`src/rtl/pll_clk_seq_pkg.sv`:
```
// Shared state encoding, configuration record and legality rules for the PLL clock sequencer.
package pll_clk_seq_pkg;

    typedef enum logic [2:0] {
        S_IDLE,
        S_TO_REF,
        S_PROGRAM,
        S_WAIT_LOCK,
        S_TO_PLL,
        S_SOFT_RST,
        S_DONE,
        S_ERROR
    } state_t;

    typedef struct packed {
        logic        usePll;
        logic [5:0]  refDiv;
        logic [11:0] fbDiv;
        logic [2:0]  postDiv1;
        logic [2:0]  postDiv2;
    } cfg_t;

    localparam int MIN_REF_DIV  = 1;
    localparam int MIN_FB_DIV   = 16;
    localparam int MIN_POST_DIV = 1;

    function automatic logic is_legal_cfg(input cfg_t c);
        return (int'(c.refDiv) >= MIN_REF_DIV) && (int'(c.fbDiv) >= MIN_FB_DIV)
            && (int'(c.postDiv1) >= MIN_POST_DIV) && (int'(c.postDiv2) >= MIN_POST_DIV);
    endfunction

endpackage

```
`src/rtl/pll_clk_seq_sync_2ff.sv`:
```
// Two-flop synchronizer with a selectable reset value, used to bring PLL lock into the reference domain.
module sync_2ff #(
    parameter logic RESET_VAL = 1'b0
) (
    input  logic i_clk,
    input  logic i_rst_n,
    input  logic i_d,
    output logic o_q
);

    logic [1:0] r_sync;

    always_ff @(posedge i_clk or negedge i_rst_n) begin
        if (!i_rst_n) begin
            r_sync <= {2{RESET_VAL}};
        end else begin
            r_sync <= {r_sync[0], i_d};
        end
    end

    assign o_q = r_sync[1];

endmodule

```
`src/rtl/pll_clk_seq.sv`:
```
// Sequencer that parks the SoC on the reference clock, reprograms the PLL, qualifies lock
// and switches back to the PLL clock with a soft-reset window; also watches for lock loss.
module pll_clk_seq
    import pll_clk_seq_pkg::*;
#(
    parameter int          SWITCH_CYCLES   = 8,
    parameter int          SETTLE_CYCLES   = 32,
    parameter int          LOCK_STABLE     = 16,
    parameter int          LOCK_TIMEOUT    = 4096,
    parameter int          SOFT_RST_CYCLES = 4,
    parameter logic [5:0]  DEF_REF_DIV     = 6'd1,
    parameter logic [11:0] DEF_FB_DIV      = 12'd64,
    parameter logic [2:0]  DEF_POST_DIV1   = 3'd1,
    parameter logic [2:0]  DEF_POST_DIV2   = 3'd1
) (
    input  logic        clk_i,
    input  logic        rstn_i,
    input  logic        cfg_valid_i,
    output logic        cfg_ready_o,
    input  logic        cfg_use_pll_i,
    input  logic [5:0]  cfg_ref_div_i,
    input  logic [11:0] cfg_fb_div_i,
    input  logic [2:0]  cfg_post_div1_i,
    input  logic [2:0]  cfg_post_div2_i,
    input  logic        pll_lock_i,
    output logic [5:0]  pll_ref_div_o,
    output logic [11:0] pll_feedback_div_o,
    output logic [2:0]  pll_post_div1_o,
    output logic [2:0]  pll_post_div2_o,
    output logic        clk_sel_o,
    output logic        soft_reset_en_o,
    output logic        busy_o,
    output logic        done_o,
    output logic        err_timeout_o,
    output logic        err_cfg_o,
    output logic        lock_lost_o
);

    localparam int CNT_MAX_A = (SWITCH_CYCLES > SETTLE_CYCLES) ? SWITCH_CYCLES : SETTLE_CYCLES;
    localparam int CNT_MAX_B = (LOCK_TIMEOUT > SOFT_RST_CYCLES) ? LOCK_TIMEOUT : SOFT_RST_CYCLES;
    localparam int CNT_MAX   = (CNT_MAX_A > CNT_MAX_B) ? CNT_MAX_A : CNT_MAX_B;
    localparam int CNT_W     = $clog2(CNT_MAX + 1);
    localparam int STB_W     = $clog2(LOCK_STABLE + 1);

    localparam logic [CNT_W-1:0] CNT_SAT       = CNT_W'(CNT_MAX);
    localparam logic [CNT_W-1:0] SWITCH_LAST   = CNT_W'(SWITCH_CYCLES - 1);
    localparam logic [CNT_W-1:0] SETTLE_LAST   = CNT_W'(SETTLE_CYCLES - 1);
    localparam logic [CNT_W-1:0] TIMEOUT_LAST  = CNT_W'(LOCK_TIMEOUT - 1);
    localparam logic [CNT_W-1:0] SOFT_RST_LAST = CNT_W'(SOFT_RST_CYCLES - 1);
    localparam logic [STB_W-1:0] STB_TARGET    = STB_W'(LOCK_STABLE);

    state_t           r_state;
    state_t           w_nextState;
    cfg_t             r_cfg;
    cfg_t             w_reqCfg;
    logic [CNT_W-1:0] r_cnt;
    logic [CNT_W-1:0] w_cntInc;
    logic [STB_W-1:0] r_stable;
    logic [STB_W-1:0] w_stableNext;
    logic [5:0]       r_refDiv;
    logic [11:0]      r_fbDiv;
    logic [2:0]       r_postDiv1;
    logic [2:0]       r_postDiv2;
    logic             r_clkSel;
    logic             r_errTimeout;
    logic             r_errCfg;
    logic             r_lockLost;
    logic             w_lockS;
    logic             w_ready;
    logic             w_legal;
    logic             w_accept;
    logic             w_reject;
    logic             w_timeout;
    logic             w_pllDrop;
    logic             w_idleDrop;

    sync_2ff #(.RESET_VAL(1'b0)) u_lockSync (
        .i_clk   (clk_i),
        .i_rst_n (rstn_i),
        .i_d     (pll_lock_i),
        .o_q     (w_lockS)
    );

    assign w_reqCfg = '{usePll: cfg_use_pll_i, refDiv: cfg_ref_div_i, fbDiv: cfg_fb_div_i,
                        postDiv1: cfg_post_div1_i, postDiv2: cfg_post_div2_i};
    assign w_legal    = is_legal_cfg(w_reqCfg);
    assign w_ready    = (r_state == S_IDLE) || (r_state == S_ERROR);
    assign w_accept   = cfg_valid_i && w_ready && w_legal;
    assign w_reject   = cfg_valid_i && w_ready && !w_legal;
    assign w_cntInc   = (r_cnt == CNT_SAT) ? r_cnt : r_cnt + CNT_W'(1);
    // A legal request in the same cycle takes precedence; it moves us off the PLL anyway.
    assign w_idleDrop = (r_state == S_IDLE) && r_clkSel && !w_lockS && !w_accept;

    always_ff @(posedge clk_i or negedge rstn_i) begin
        if (!rstn_i) begin
            r_state <= S_IDLE;
        end else begin
            r_state <= w_nextState;
        end
    end

    always_comb begin
        w_nextState  = r_state;
        w_stableNext = '0;
        w_timeout    = 1'b0;
        w_pllDrop    = 1'b0;
        case (r_state)
            S_IDLE, S_ERROR: begin
                if (w_accept) w_nextState = S_TO_REF;
            end
            S_TO_REF: begin
                if (r_cnt == SWITCH_LAST) w_nextState = S_PROGRAM;
            end
            S_PROGRAM: begin
                if (r_cnt == SETTLE_LAST) w_nextState = r_cfg.usePll ? S_WAIT_LOCK : S_DONE;
            end
            S_WAIT_LOCK: begin
                if (w_lockS) begin
                    w_stableNext = (r_stable == STB_TARGET) ? r_stable : r_stable + STB_W'(1);
                end
                // Lock is checked first so it wins a tie with the timeout.
                if (w_stableNext == STB_TARGET) begin
                    w_nextState = S_TO_PLL;
                end else if (r_cnt == TIMEOUT_LAST) begin
                    w_nextState = S_ERROR;
                    w_timeout   = 1'b1;
                end
            end
            S_TO_PLL: begin
                if (!w_lockS) begin
                    w_nextState = S_ERROR;
                    w_pllDrop   = 1'b1;
                end else if (r_cnt == SWITCH_LAST) begin
                    w_nextState = S_SOFT_RST;
                end
            end
            S_SOFT_RST: begin
                if (r_cnt == SOFT_RST_LAST) w_nextState = S_DONE;
            end
            S_DONE: begin
                w_nextState = S_IDLE;
            end
            default: begin
                w_nextState = S_IDLE;
            end
        endcase
    end

    always_ff @(posedge clk_i or negedge rstn_i) begin
        if (!rstn_i) begin
            r_cnt        <= '0;
            r_stable     <= '0;
            r_cfg        <= '{usePll: 1'b0, refDiv: DEF_REF_DIV, fbDiv: DEF_FB_DIV,
                              postDiv1: DEF_POST_DIV1, postDiv2: DEF_POST_DIV2};
            r_refDiv     <= DEF_REF_DIV;
            r_fbDiv      <= DEF_FB_DIV;
            r_postDiv1   <= DEF_POST_DIV1;
            r_postDiv2   <= DEF_POST_DIV2;
            r_clkSel     <= 1'b0;
            r_errTimeout <= 1'b0;
            r_errCfg     <= 1'b0;
            r_lockLost   <= 1'b0;
        end else begin
            if (w_nextState != r_state) begin
                r_cnt    <= '0;
                r_stable <= '0;
            end else begin
                r_cnt    <= w_cntInc;
                r_stable <= w_stableNext;
            end
            if (w_accept) begin
                r_cfg        <= w_reqCfg;
                r_clkSel     <= 1'b0;
                r_errTimeout <= 1'b0;
                r_errCfg     <= 1'b0;
                r_lockLost   <= 1'b0;
            end
            if (w_reject) begin
                r_errCfg <= 1'b1;
            end
            if ((r_state == S_TO_REF) && (w_nextState == S_PROGRAM)) begin
                r_refDiv   <= r_cfg.refDiv;
                r_fbDiv    <= r_cfg.fbDiv;
                r_postDiv1 <= r_cfg.postDiv1;
                r_postDiv2 <= r_cfg.postDiv2;
            end
            if ((r_state == S_WAIT_LOCK) && (w_nextState == S_TO_PLL)) begin
                r_clkSel <= 1'b1;
            end
            if (w_timeout) begin
                r_errTimeout <= 1'b1;
            end
            if (w_pllDrop || w_idleDrop) begin
                r_clkSel   <= 1'b0;
                r_lockLost <= 1'b1;
            end
        end
    end

    assign cfg_ready_o        = w_ready;
    assign busy_o             = !w_ready;
    assign soft_reset_en_o    = (r_state == S_SOFT_RST);
    assign done_o             = (r_state == S_DONE);
    assign clk_sel_o          = r_clkSel;
    assign pll_ref_div_o      = r_refDiv;
    assign pll_feedback_div_o = r_fbDiv;
    assign pll_post_div1_o    = r_postDiv1;
    assign pll_post_div2_o    = r_postDiv2;
    assign err_timeout_o      = r_errTimeout;
    assign err_cfg_o          = r_errCfg;
    assign lock_lost_o        = r_lockLost;

endmodule

```
`config.mk`:
```
export PLATFORM = sky130hd
export DESIGN_NAME = pll_clk_seq
export DESIGN_NICKNAME = d
export VERILOG_FILES = /design/src/rtl/pll_clk_seq_pkg.sv /design/src/rtl/pll_clk_seq_sync_2ff.sv /design/src/rtl/pll_clk_seq.sv
export SDC_FILE = /design/constraint.sdc
export NUM_CORES = 1
export LEC_CHECK = 0
export BUFFER_PORTS_ARGS = -buffer_cell sky130_fd_sc_hd__buf_4
export CORE_MARGIN = 2
export CORE_UTILIZATION = 45
export DETAILED_ROUTE_END_ITERATION = 16
export PLACE_DENSITY = 0.73
export SLEW_MARGIN = 20
export SYNTH_ARGS = -nofsm -noshare
export SYNTH_HDL_FRONTEND = slang
export SYNTH_SLANG_ARGS = --single-unit
```
`constraint.sdc`:
```
create_clock -name clk_i -period 6.79 [get_ports clk_i]
set_input_delay 1.358 -clock clk_i [delete_from_list [all_inputs] [get_ports clk_i]]
set_output_delay 1.358 -clock clk_i [all_outputs]
set_load 0.01 [all_outputs]
```
==> Word level (Yosys, flattened, before mapping) <==
Index checks and enable logic that the tools add are counted.
W data, S select, Z words.
{ "word_totals": {"in_bits": 29, "elab_cells": 92, "register_bits": 76, "out_inout_bits": 32} }
{ "classes": {"n_reduce_logical": 23, "n_eq_ne": 18, "add_sub_neg": 2, "magnitude_cmp": 4, "mux": 28} }
{ "op_table": {"columns": ["op", "count"], "rows": [
  ["$mux W3", 9],
  ["$mux W13", 2],
  ["$mux W5", 5],
  ["$pmux W3 S7", 1],
  ["$eq A3 B3 Y1 const B", 5],
  ["$add A13 B1 Y13 const B", 1],
  ["$eq A13 B12 Y1 const B", 1],
  ["$eq A13 B13 Y1 const B", 1],
  ["$eq A13 B2 Y1 const B", 1],
  ["$eq A13 B3 Y1 const B", 1],
  ["$eq A13 B5 Y1 const B", 1],
  ["$ge A12 B5 Y1 const B", 1],
  ["$logic_and A1 B1 Y1", 11],
  ["$mux W1", 11],
  ["$eq A5 B5 Y1 const B", 2],
  ["$eq A3 B2 Y1 const B", 3],
  ["$ge A3 B1 Y1 const B", 2],
  ["$ge A6 B1 Y1 const B", 1],
  ["$reduce_bool A2 Y1", 3],
  ["$add A5 B1 Y5 const B", 1],
  ["$logic_not A1 Y1", 4],
  ["$eq A3 B1 Y1 const B", 1],
  ["$logic_not A3 Y1", 1],
  ["$ne A3 B3 Y1", 1],
  ["other kinds (4)", 5]
]} }

==> Longest topological paths before layout <==
Gate-level depths: netlist of the first run.
{ "logic_depth": {"word_depth": 11, "ltp_mapped": 9, "depth_no_buf": 8} }

==> Cells and area by module <==
Synthesis of the first run repeated with hierarchy kept, for this count alone.
{ "unflattened": {"hier_cells": 293, "hier_area_um2": 3624.7} }
{ "by_module_without_submodules": {"columns": ["mod", "cells_per_inst", "area_each_um2", "seq_area_each_um2", "instances"], "rows": [
  ["pll_clk_seq", 291, 3574.7, 1861.8, 1],
  ["sync_2ff", 2, 50.0, 50.0, 1]
]} }

==> Worst setup path before layout of the first run <==
OpenSTA, ideal clock, no wires.
{ "synth_path": {"path_type": "input port to flip-flop", "from": "input port cfg_ref_div_i[2]", "to": "register r_cfg[17] (netlist bit)", "arrival_ns": 2.862, "required_time_ns": 6.665, "slack_ns": 3.803, "path_stages": 6, "n_path_buf": 2, "setup_time_ns": 0.125, "cell_sequence": "nor4_1 > nand2_1 > nand4_1 > clkbuf_1 > buf_1 > mux2_2"} }
{ "synth_between": {"elab_chain_cells": 5} }
{ "synth_rtl": {"columns": ["item", "line_no", "rtl"], "rows": [
  ["from (decl)", "pll_clk_seq.sv:21", "input logic [5:0] cfg_ref_div_i,"],
  ["$ge A6 B1 Y1", "pll_clk_seq_pkg.sv:28", "return (int'(c.refDiv) >= MIN_REF_DIV) && (int'(c.fbDiv) >= MIN_FB_DIV)"],
  ["$logic_and A1 B1 Y1", "pll_clk_seq_pkg.sv:28", null],
  ["$logic_and A1 B1 Y1 (2 in a row)", "pll_clk_seq_pkg.sv:29", "&& (int'(c.postDiv1) >= MIN_POST_DIV) && (int'(c.postDiv2) >= MIN_POST_DIV);"],
  ["$logic_and A1 B1 Y1", "pll_clk_seq.sv:88", "assign w_accept = cfg_valid_i && w_ready && w_legal;"],
  ["to (signal assigned)", "pll_clk_seq.sv:153", "r_cfg <= '{usePll: 1'b0, refDiv: DEF_REF_DIV, fbDiv: DEF_FB_DIV,"],
  ["to (signal assigned)", "pll_clk_seq.sv:172", "r_cfg <= w_reqCfg;"],
  ["to (decl)", "pll_clk_seq.sv:54", "cfg_t r_cfg;"]
]} }
Every way passes these cells.
A chain may end at the register's enable or synchronous reset.

==> Worst setup path after layout of the first run <==
{ "layout_path": {"from": "register r_state[1]", "to": "output port busy_o"} }
{ "layout_between": {"elab_chain_cells": 3} }
{ "layout_rtl": {"columns": ["item", "line_no", "rtl"], "rows": [
  ["from (decl)", "pll_clk_seq.sv:52", "state_t r_state;"],
  ["from (signal assigned)", "pll_clk_seq.sv:98", "r_state <= w_nextState;"],
  ["$eq A3 B3 Y1 or $logic_not A3 Y1 (tied branches)", "pll_clk_seq.sv:87", "assign w_ready = (r_state == S_IDLE) || (r_state == S_ERROR);"],
  ["$logic_or A1 B1 Y1 (*)", "pll_clk_seq.sv:87", null],
  ["$logic_not A1 Y1 (*)", "pll_clk_seq.sv:201", "assign busy_o = !w_ready;"],
  ["to (decl)", "pll_clk_seq.sv:32", "output logic busy_o,"]
]} }
Mark *: on every way between the ends. The rest lies on a longest branch, timed or not.

==> results of run 1 <==
[area by class of cell]
| class | instances | area (um^2) | share of cell area [%] |
|---|---|---|---|
| Sequential cell | 76 | 1910 | 44.6 |
| Multi-Input combinational cell | 202 | 1530 | 35.7 |
| Timing Repair Buffer | 62 | 465 | 10.8 |
| Clock buffer | 11 | 151 | 3.53 |
| Tap cell | 102 | 128 | 2.97 |
| Clock inverter | 5 | 58.8 | 1.37 |
| Inverter | 12 | 45.0 | 1.05 |
[state kept, by name, indices dropped and copies added, names as in the netlist, 3 cells and up]
| signal | flops |
|---|---|
| pll_post_div1_o | 3 |
| pll_ref_div_o | 6 |
| r_stable | 5 |
| pll_feedback_div_o | 12 |
| r_state | 3 |
| pll_post_div2_o | 3 |
| r_cnt | 13 |
| r_cfg | 25 |
[final timing paths]
kind	cells after the start	to	slack [ns]	from
worst min-delay path	0	u_lockSync.r_sync[1]$_DFF_PN0_	0.36	u_lockSync.r_sync[0]$_DFF_PN0_
worst max register to register	6	r_cnt[7]$_DFFE_PN0P_	3.80	r_cnt[8]$_DFFE_PN0P_
worst max-delay path	4	busy_o	3.74	r_state[1]$_DFF_PN0_
max in group asynchronous	1	pll_ref_div_o[5]$_DFFE_PN0P_	5.02	rstn_i
min in group asynchronous	1	r_state[1]$_DFF_PN0_	1.15	rstn_i
worst min register to register	0	u_lockSync.r_sync[1]$_DFF_PN0_	0.36	u_lockSync.r_sync[0]$_DFF_PN0_
[per-stage QoR]
step	power, uW	setup WS, ns
after floorplan	947	3.80
after global placement	1050	3.67
after detailed placement	1060	3.59
after CTS	1420	3.75
after global routing	1500	3.63
final	1410	3.74
[cell usage in the layout (no fill, tap or decap), types with 6 or more instances in the layout]
cell type,count
buf_4,62
clkbuf_8,11
dfrtp_1,68
dfstp_2,8
inv_1,12
mux2_2,49
nand2_1,20
nand3_1,9
nand4_1,6
nor2_1,19
nor3_1,20
nor4_1,6
xnor2_1,8
xor2_1,6
[layer usage]
layer / GRT usage [%] / vias up / wire (um)
li1: - / 1206 / -
met1: 24.3 / 1256 / 3210
met2: 28.6 / 86 / 3450
met3: 5.61 / 12 / 533
met4: 7.97 / 0 / 152
met5: 0 / - / 0
[where the power goes]
| group | leakage (uW) | internal, uW | total, uW | switching [uW] |
|---|---|---|---|---|
| Sequential | 0.000981 | 558 | 636 | 78.7 |
| Clock | 0.000102 | 191 | 363 | 172 |
| Combinational | 0.000880 | 190 | 413 | 223 |
| Total | 0.00196 | 938 | 1410 | 474 |
[kinds of logic after synthesis]
logic type / after synthesis / synth area share [%]
simple gates: 106 / 16.2
flops: 76 / 53.9
fa+ha+maj: 4 / 1.41
xor+xnor: 14 / 3.46
buf+inv: 24 / 3.18
compound gates: 26 / 5.43
mux: 52 / 16.4
[cell usage after synthesis (2+ instances only)]
cell and n:
dfrtp_1 68, mux2_2 49, nand2_1 20, nor3_1 20, nor2_1 19, inv_1 12
nand3_1 9, dfstp_2 8, xnor2_1 8, clkbuf_1 7, nand4_1 6, nor4_1 6
xor2_1 6, ha_1 4, o21ai_0 4, a21oi_1 3, and3_1 3, mux2i_1 3
nand2b_1 3, o31ai_1 3, or3_1 3, a31o_2 2, a31oi_1 2, buf_4 2
buf_6 2, nor2b_1 2, or2_2 2, or4_1 2, or4_4 2
==> results.md, run 1 <==
- Status: complete, no violations
- Design Area, Final: around 0.0043 mm^2
- Min Tclk post-route: slightly above 3 ns
- Max Root-Sink Buffers: 2
- DRT Pass-1 Iters: 4
- Setup violations, final: 0
- CP max stage delay: slightly below 0.6 ns
- Post-DP HPWL: about 5000 um
- Leak: 0.00196 uW
- Tcrit/Tclk final: between 40% and 50%
- Post-synth top area share: between 40% and 50%
- Fill count: around 690
- Die W: roughly 90 um
- First-pass GRT wire length: around 13000 um
- Post-route DRC: 0
- Req. time, crit path: between 5 and 6 ns
- Final WL: around 7300 um
- H-tree lvl count: 3
- Clock Pin Slew Worst Setup and Hold Paths: about 0.08 ns
- Ys async rst share: 100%
- Layout cells sized above 1: about two fifths
- Gpl congestion: between 0.9 and 1
- Initial antenna violation count: 0
- Final Hold Vio Count: 0
- TNS Setup: 0 ns
- Worst slew pin tran: 0.946 ns
- Core Footprint: between 0.007 and 0.008 mm^2
- Largest delay contributor family on the critical path: simple AND/OR/NAND/NOR gates
- Crit-path cells: and3_1, or2_2, inv_1, buf_4
- Final hold slack: roughly 0.36 ns
- Top Ports: between 60 and 70
- Placed Instances: between 400 and 500
- Routed len/inst: 15.6 um
- Number of CTS-inserted buffers: 9
- Maximum clock frequency: around 0.33 GHz
- Iter 0 DRT Violations: 285
- Top cells by area in the synthesized netlist: dfrtp_1 (48%), mux2_2 (16%), dfstp_2 (5.9%)
- Via/cell ratio: ~5.4
- Crit-path max FO: 17
- Syn Nets: around 340
- Total gr overflow: 0
- Seq cells post-synth: 76
- DIE AREA: between 0.008 and 0.009 mm^2
- Port-buffer cells: 60
- Worst EP arrival: ~1.7 ns
- PostCTS Resize Cnt: 0
- WP buf/inv: 2
- Max cap viols: 0
- HP Class: reg -> reg
- Predominant post-synthesis flop cell: dfrtp_1
- TritonCTS clock tree: done
- Post-CTS setup buffers: 0
- Largest net degree at the start of global routing: slightly below 80
- Die Y: approximately 90 um
- Setup crit start kind: flip-flop
- Nets: a little under 400
- Clock Latency Late Sink: roughly 0.35 ns
- CTS Hold Bufs: 0
- Slowest library cell on the worst path: dfrtp_1
- Synth cell types: slightly above 50
- Synthesized area per cell: about 12 um^2
- Vias in the first global route: 2646
- VDD IR max: approximately 0.24 mV
- Post-synth EDFFs: 0
- Skew final: 0.00752 ns
- Final Max Slew Viols: 0
- RSZ-0062 raised after global routing: false
- CTS root buf: clkbuf_8
- Critical path class: reg -> out
- Placed Area: 0.00408 mm^2
- Synth Warn #: 0
- CP endpoint kind: primary output
- GRT Resource Usage Total: 18.6%
- Synth area leader: dfrtp_1
- Cell area after synthesis: 0.00355 mm^2
- PwrDens: approximately 330 mW/mm^2
- Initial Util: 46.1%
- Post-DRT Antenna Nets: 0
- N_diodes: 0
- Vias: roughly 2600
- Non-Filler Instances: 470
- Slew Limit Headroom: 36.9%
- Area grow syn2layout: 21.0%
- Clk sinks: between 70 and 80
- Sequential area share after synthesis: 53.9%
- Number of cell rows: 32
- Final core utilization: 55.8%
- Syn Inst Count: 302
(Power assumes the default switching activity.)
==> run 2, diff against run 1 <==
Settings changed: ABC_AREA set to 1.
Clock period 6.79 ns to 3.1 ns, I/O delays scaled along.
==> run 2 against run 1 <==
Worst setup slack worse by 3.0 ns. Via count is 9.4% higher. Clock power increased by 100%. Critical path type is now reg -> reg. Largest power group unchanged.
==> results.md, run 2 <==
- Status: complete, no violations (unchanged)
- Die W: 93.8 um (was 92.8 um)
- Post-synth top area share: 46.9% (was 48.0%)
- Largest delay contributor family on the critical path: simple AND/OR/NAND/NOR gates (unchanged)
- GRT Resource Usage Total: 18.0% (was 18.6%)
- Setup violations, final: 0 (unchanged)
- Critical path class: reg -> reg (was reg -> out)
- Post-route DRC: 0 (unchanged)
- Final setup margin: 0.763 ns (was 3.74 ns)
- Design Area, Final: 0.00434 mm^2 (was 0.00429 mm^2)
- Place WS: 0.676 ns (was 3.59 ns)
- Final Hold Vio Count: 0 (unchanged)
- Slowest library cell on the worst path: dfrtp_1 (unchanged)
- Tcrit/Tclk final: between 70% and 80%
- Post-synth EDFFs: 0 (unchanged)
- Final core utilization: 55.8% (about the same)
- Iter 0 DRT Violations: 148 (was 285)
- Largest family of logic cells by synthesized area: simple AND/OR/NAND/NOR gates (was multiplexers)
- Synthesized area per cell: 8.74 um^2 (was 11.7 um^2)
- Gpl congestion: 0.900 (was 0.903)
- Clk sinks: 76 (unchanged)
- Area grow syn2layout: 19.6% (was 21.0%)
- Sequential area share after synthesis: 52.7% (was 53.9%)
- Synth Warn #: 0 (unchanged)
- Slew Limit Headroom: 38.3% (was 36.9%)
- Syn Nets: 448 (was 335)
- Layout cells sized above 1: 24.3% (was 39.4%)
- Top cells by area in the synthesized netlist: dfrtp_1 (47%), nand2_1 (9.9%), dfstp_2 (5.8%) (was dfrtp_1 (48%), mux2_2 (16%), dfstp_2 (5.9%))
- Post-synthesis compound-gate area fraction: 6.97% (was 5.43%)
- Core Footprint: 0.00777 mm^2 (was 0.00769 mm^2)
- Clock Pin Slew Worst Setup and Hold Paths: 0.09 ns (was 0.08 ns)
- Post-CTS setup buffers: 0 (unchanged)
- Vias in the first global route: 2774 (was 2646)
- VDD IR max: 0.237 mV (was 0.242 mV)
- Seq cells post-synth: 76 (unchanged)
- DRT Pass-1 Iters: 4 (unchanged)
- Most flops, register: r_cfg (unchanged)
- Synth cell types: 30 (was 51)
- CP endpoint kind: flip-flop (was primary output)
- Multiplexer share of the synthesized area: 2.45% (was 16.4%)
- RSZ-0062 raised after global routing: false (unchanged)
- TritonCTS clock tree: done (unchanged)
- Nets: 509 (was 396)
- Maximum clock frequency: 0.428 GHz
- Setup crit start kind: flip-flop (unchanged)
- Top Ports: 61 (unchanged)
- Post-DP HPWL: 5290 um (was 5120 um)
- Port-buffer cells: 60 (unchanged)
- Simple-gate share of the synthesized area: 26.2% (was 16.2%)
- Worst EP arrival: 2.61 ns (was 1.69 ns)
- Cell area after synthesis: 0.00363 mm^2 (was 0.00355 mm^2)
- Worst slew pin tran: 0.926 ns (was 0.946 ns)
- Leak: 0.00222 uW (was 0.00196 uW)
- Clock Latency Late Sink: 0.35 ns (about the same)
- Number of cell rows: 32 (unchanged)
- Initial antenna violation count: 0 (unchanged)
- Largest register FFs: 25 (unchanged)
- HP Class: reg -> reg (unchanged)
- H-tree lvl count: 3 (unchanged)
- Routed len/inst: 12.7 um (was 15.6 um)
- Final WL: 7420 um (was 7350 um)
- Syn Inst Count: 415 (was 302)
- N_diodes: 0 (unchanged)
- Vias: 2800 (was 2560)
- Largest net degree at the start of global routing: 77 (unchanged)
- Most common cell on crit path: nand2_1
- Die Y: 93.8 um (was 92.8 um)
- Predominant post-synthesis flop cell: dfrtp_1 (unchanged)
- CP max stage delay: 0.38 ns (was 0.58 ns)
- Crit-path cells: ha_1, nand2_1, nor2_1, nand2_1, nor2_1, nand3_1, nand2_1, nor2_1, nand2_1, nand2_1, nand2_1, nand2_1, inv_1, nand3_4, nor2_1 (was and3_1, or2_2, inv_1, buf_4)
- Final Max Slew Viols: 0 (unchanged)
- CTS Hold Bufs: 0 (unchanged)
- DIE AREA: 0.00879 mm^2 (was 0.00861 mm^2)
- Post-Synth Adder-Cell Area: 1.38% (was 1.41%)
- Max cap viols: 0 (unchanged)
- Number of CTS-inserted buffers: 9 (unchanged)
- R2R Setup Slk: 0.76 ns (was 3.80 ns)
- Max Root-Sink Buffers: 2 (unchanged)
- TNS Setup: 0 ns (unchanged)
- Top post-synthesis cells by count: nand2_1 (96), dfrtp_1 (68), inv_1 (54) (was dfrtp_1 (68), mux2_2 (49), nand2_1 (20), nor3_1 (20), nor2_1 (19))
- Leading cell type in the layout, fill and taps excluded: nand2_1 (was dfrtp_1)
- PostCTS Resize Cnt: 0 (unchanged)
- Most frequent cells in the layout: nand2_1 (96), dfrtp_1 (68), buf_4 (63) (was dfrtp_1 (68), buf_4 (62), mux2_2 (49))
- Req. time, crit path: 3.37 ns (was 5.43 ns)
- Skew final: 0.0137 ns (was 0.00752 ns)
- Synth area leader: dfrtp_1 (unchanged)
- Min Tclk post-route: 2.34 ns
- Crit-path max FO: 18 (was 17)
- Post-DRT Antenna Nets: 0 (unchanged)
- Initial Util: 46.7% (was 46.1%)
- CTS root buf: clkbuf_8 (unchanged)
- Placed Area: 0.00415 mm^2 (was 0.00408 mm^2)
- WP buf/inv: 1 (was 2)
- Ys async rst share: 100% (unchanged)
- Total gr overflow: 0 (unchanged)
- Cell with the most instances after synthesis: nand2_1 (was dfrtp_1)
- Synth Area in XOR/XNOR: 2.42% (was 3.46%)
- First-pass GRT wire length: 12600 um (was 12700 um)
- Via/cell ratio: 4.80 (was 5.45)
- PwrDens: 417 mW/mm^2 (was 329 mW/mm^2)
## run 2: cell types whose count changed in the layout (fill, tap and decap cells not counted), sizes merged, moves of 4 or more
| cell | previous run | this run |
|---|---|---|
| nor3 | 20 | 5 |
| nand2 | 20 | 104 |
| nand4 | 6 | 10 |
| nand3 | 9 | 25 |
| or4 | 4 | 0 |
| xnor2 | 8 | 1 |
| mux2 | 49 | 7 |
| nor4 | 7 | 0 |
| inv | 13 | 59 |
| o21ai | 4 | 43 |
| nor2 | 19 | 56 |
## run 2: final timing paths
path / start / endpoint / cells past startpoint
worst max register to register: r_cnt[1]$_DFFE_PN0P_ / r_cnt[0]$_DFFE_PN0P_ / 15
worst min register to register: u_lockSync.r_sync[0]$_DFF_PN0_ / u_lockSync.r_sync[1]$_DFF_PN0_ / 0
max in group asynchronous: rstn_i / r_state[1]$_DFF_PN0_ / 1
min in group asynchronous: rstn_i / r_cnt[8]$_DFFE_PN0P_ / 1
worst max-delay path: r_cnt[1]$_DFFE_PN0P_ / r_cnt[0]$_DFFE_PN0P_ / 15
worst min-delay path: u_lockSync.r_sync[0]$_DFF_PN0_ / u_lockSync.r_sync[1]$_DFF_PN0_ / 0
## run 2: layer usage
| metal | track usage, % | vias up | routed length [um] |
|---|---|---|---|
| met5 | 0 | - | 0 |
| met4 | 5.19 | 0 | 59 |
| met3 | 5.62 | 5 | 440 |
| met2 | 28.2 | 54 | 3500 |
| met1 | 24.4 | 1315 | 3420 |
| li1 | - | 1426 | - |
## run 2: area by class of cell
| class | count | area, um^2 |
|---|---|---|
| Fill cell | 741 | 3430 |
| Tap cell | 102 | 128 |
| Clock inverter | 7 | 66.3 |
| Sequential cell | 76 | 1910 |
| Clock buffer | 9 | 124 |
| Inverter | 54 | 203 |
| Multi-Input combinational cell | 272 | 1430 |
| Timing Repair Buffer | 63 | 473 |
## run 2: through the flow
step                power, uW  instances  hold slack, ns
floorplan                1040        415           0.324
finish                   1810        583           0.355
global placement         1100        567           0.337
detailed placement       1100        567           0.337
global route             1880        583           0.355
CTS                      1820        583           0.357
## run 2: cell families (layout without fill, tap and decap cells)
| kind of cell | Yosys count | count (layout) |
|---|---|---|
| and+or+nand+nor | 201 | 201 |
| DFF | 76 | 76 |
| buffers and inverters | 67 | 133 |
| AOI/OAI and AO/OA | 49 | 49 |
| xor gates and xnor gates | 10 | 10 |
| muxes | 8 | 8 |
| adders and majority gates | 4 | 4 |
## run 2: power breakdown
part	total, uW	internal [uW]	switching, uW
clock	728	313	415
sequential	1000	995	5.61
combinational	76.5	33.5	43.0
total	1810	1340	464
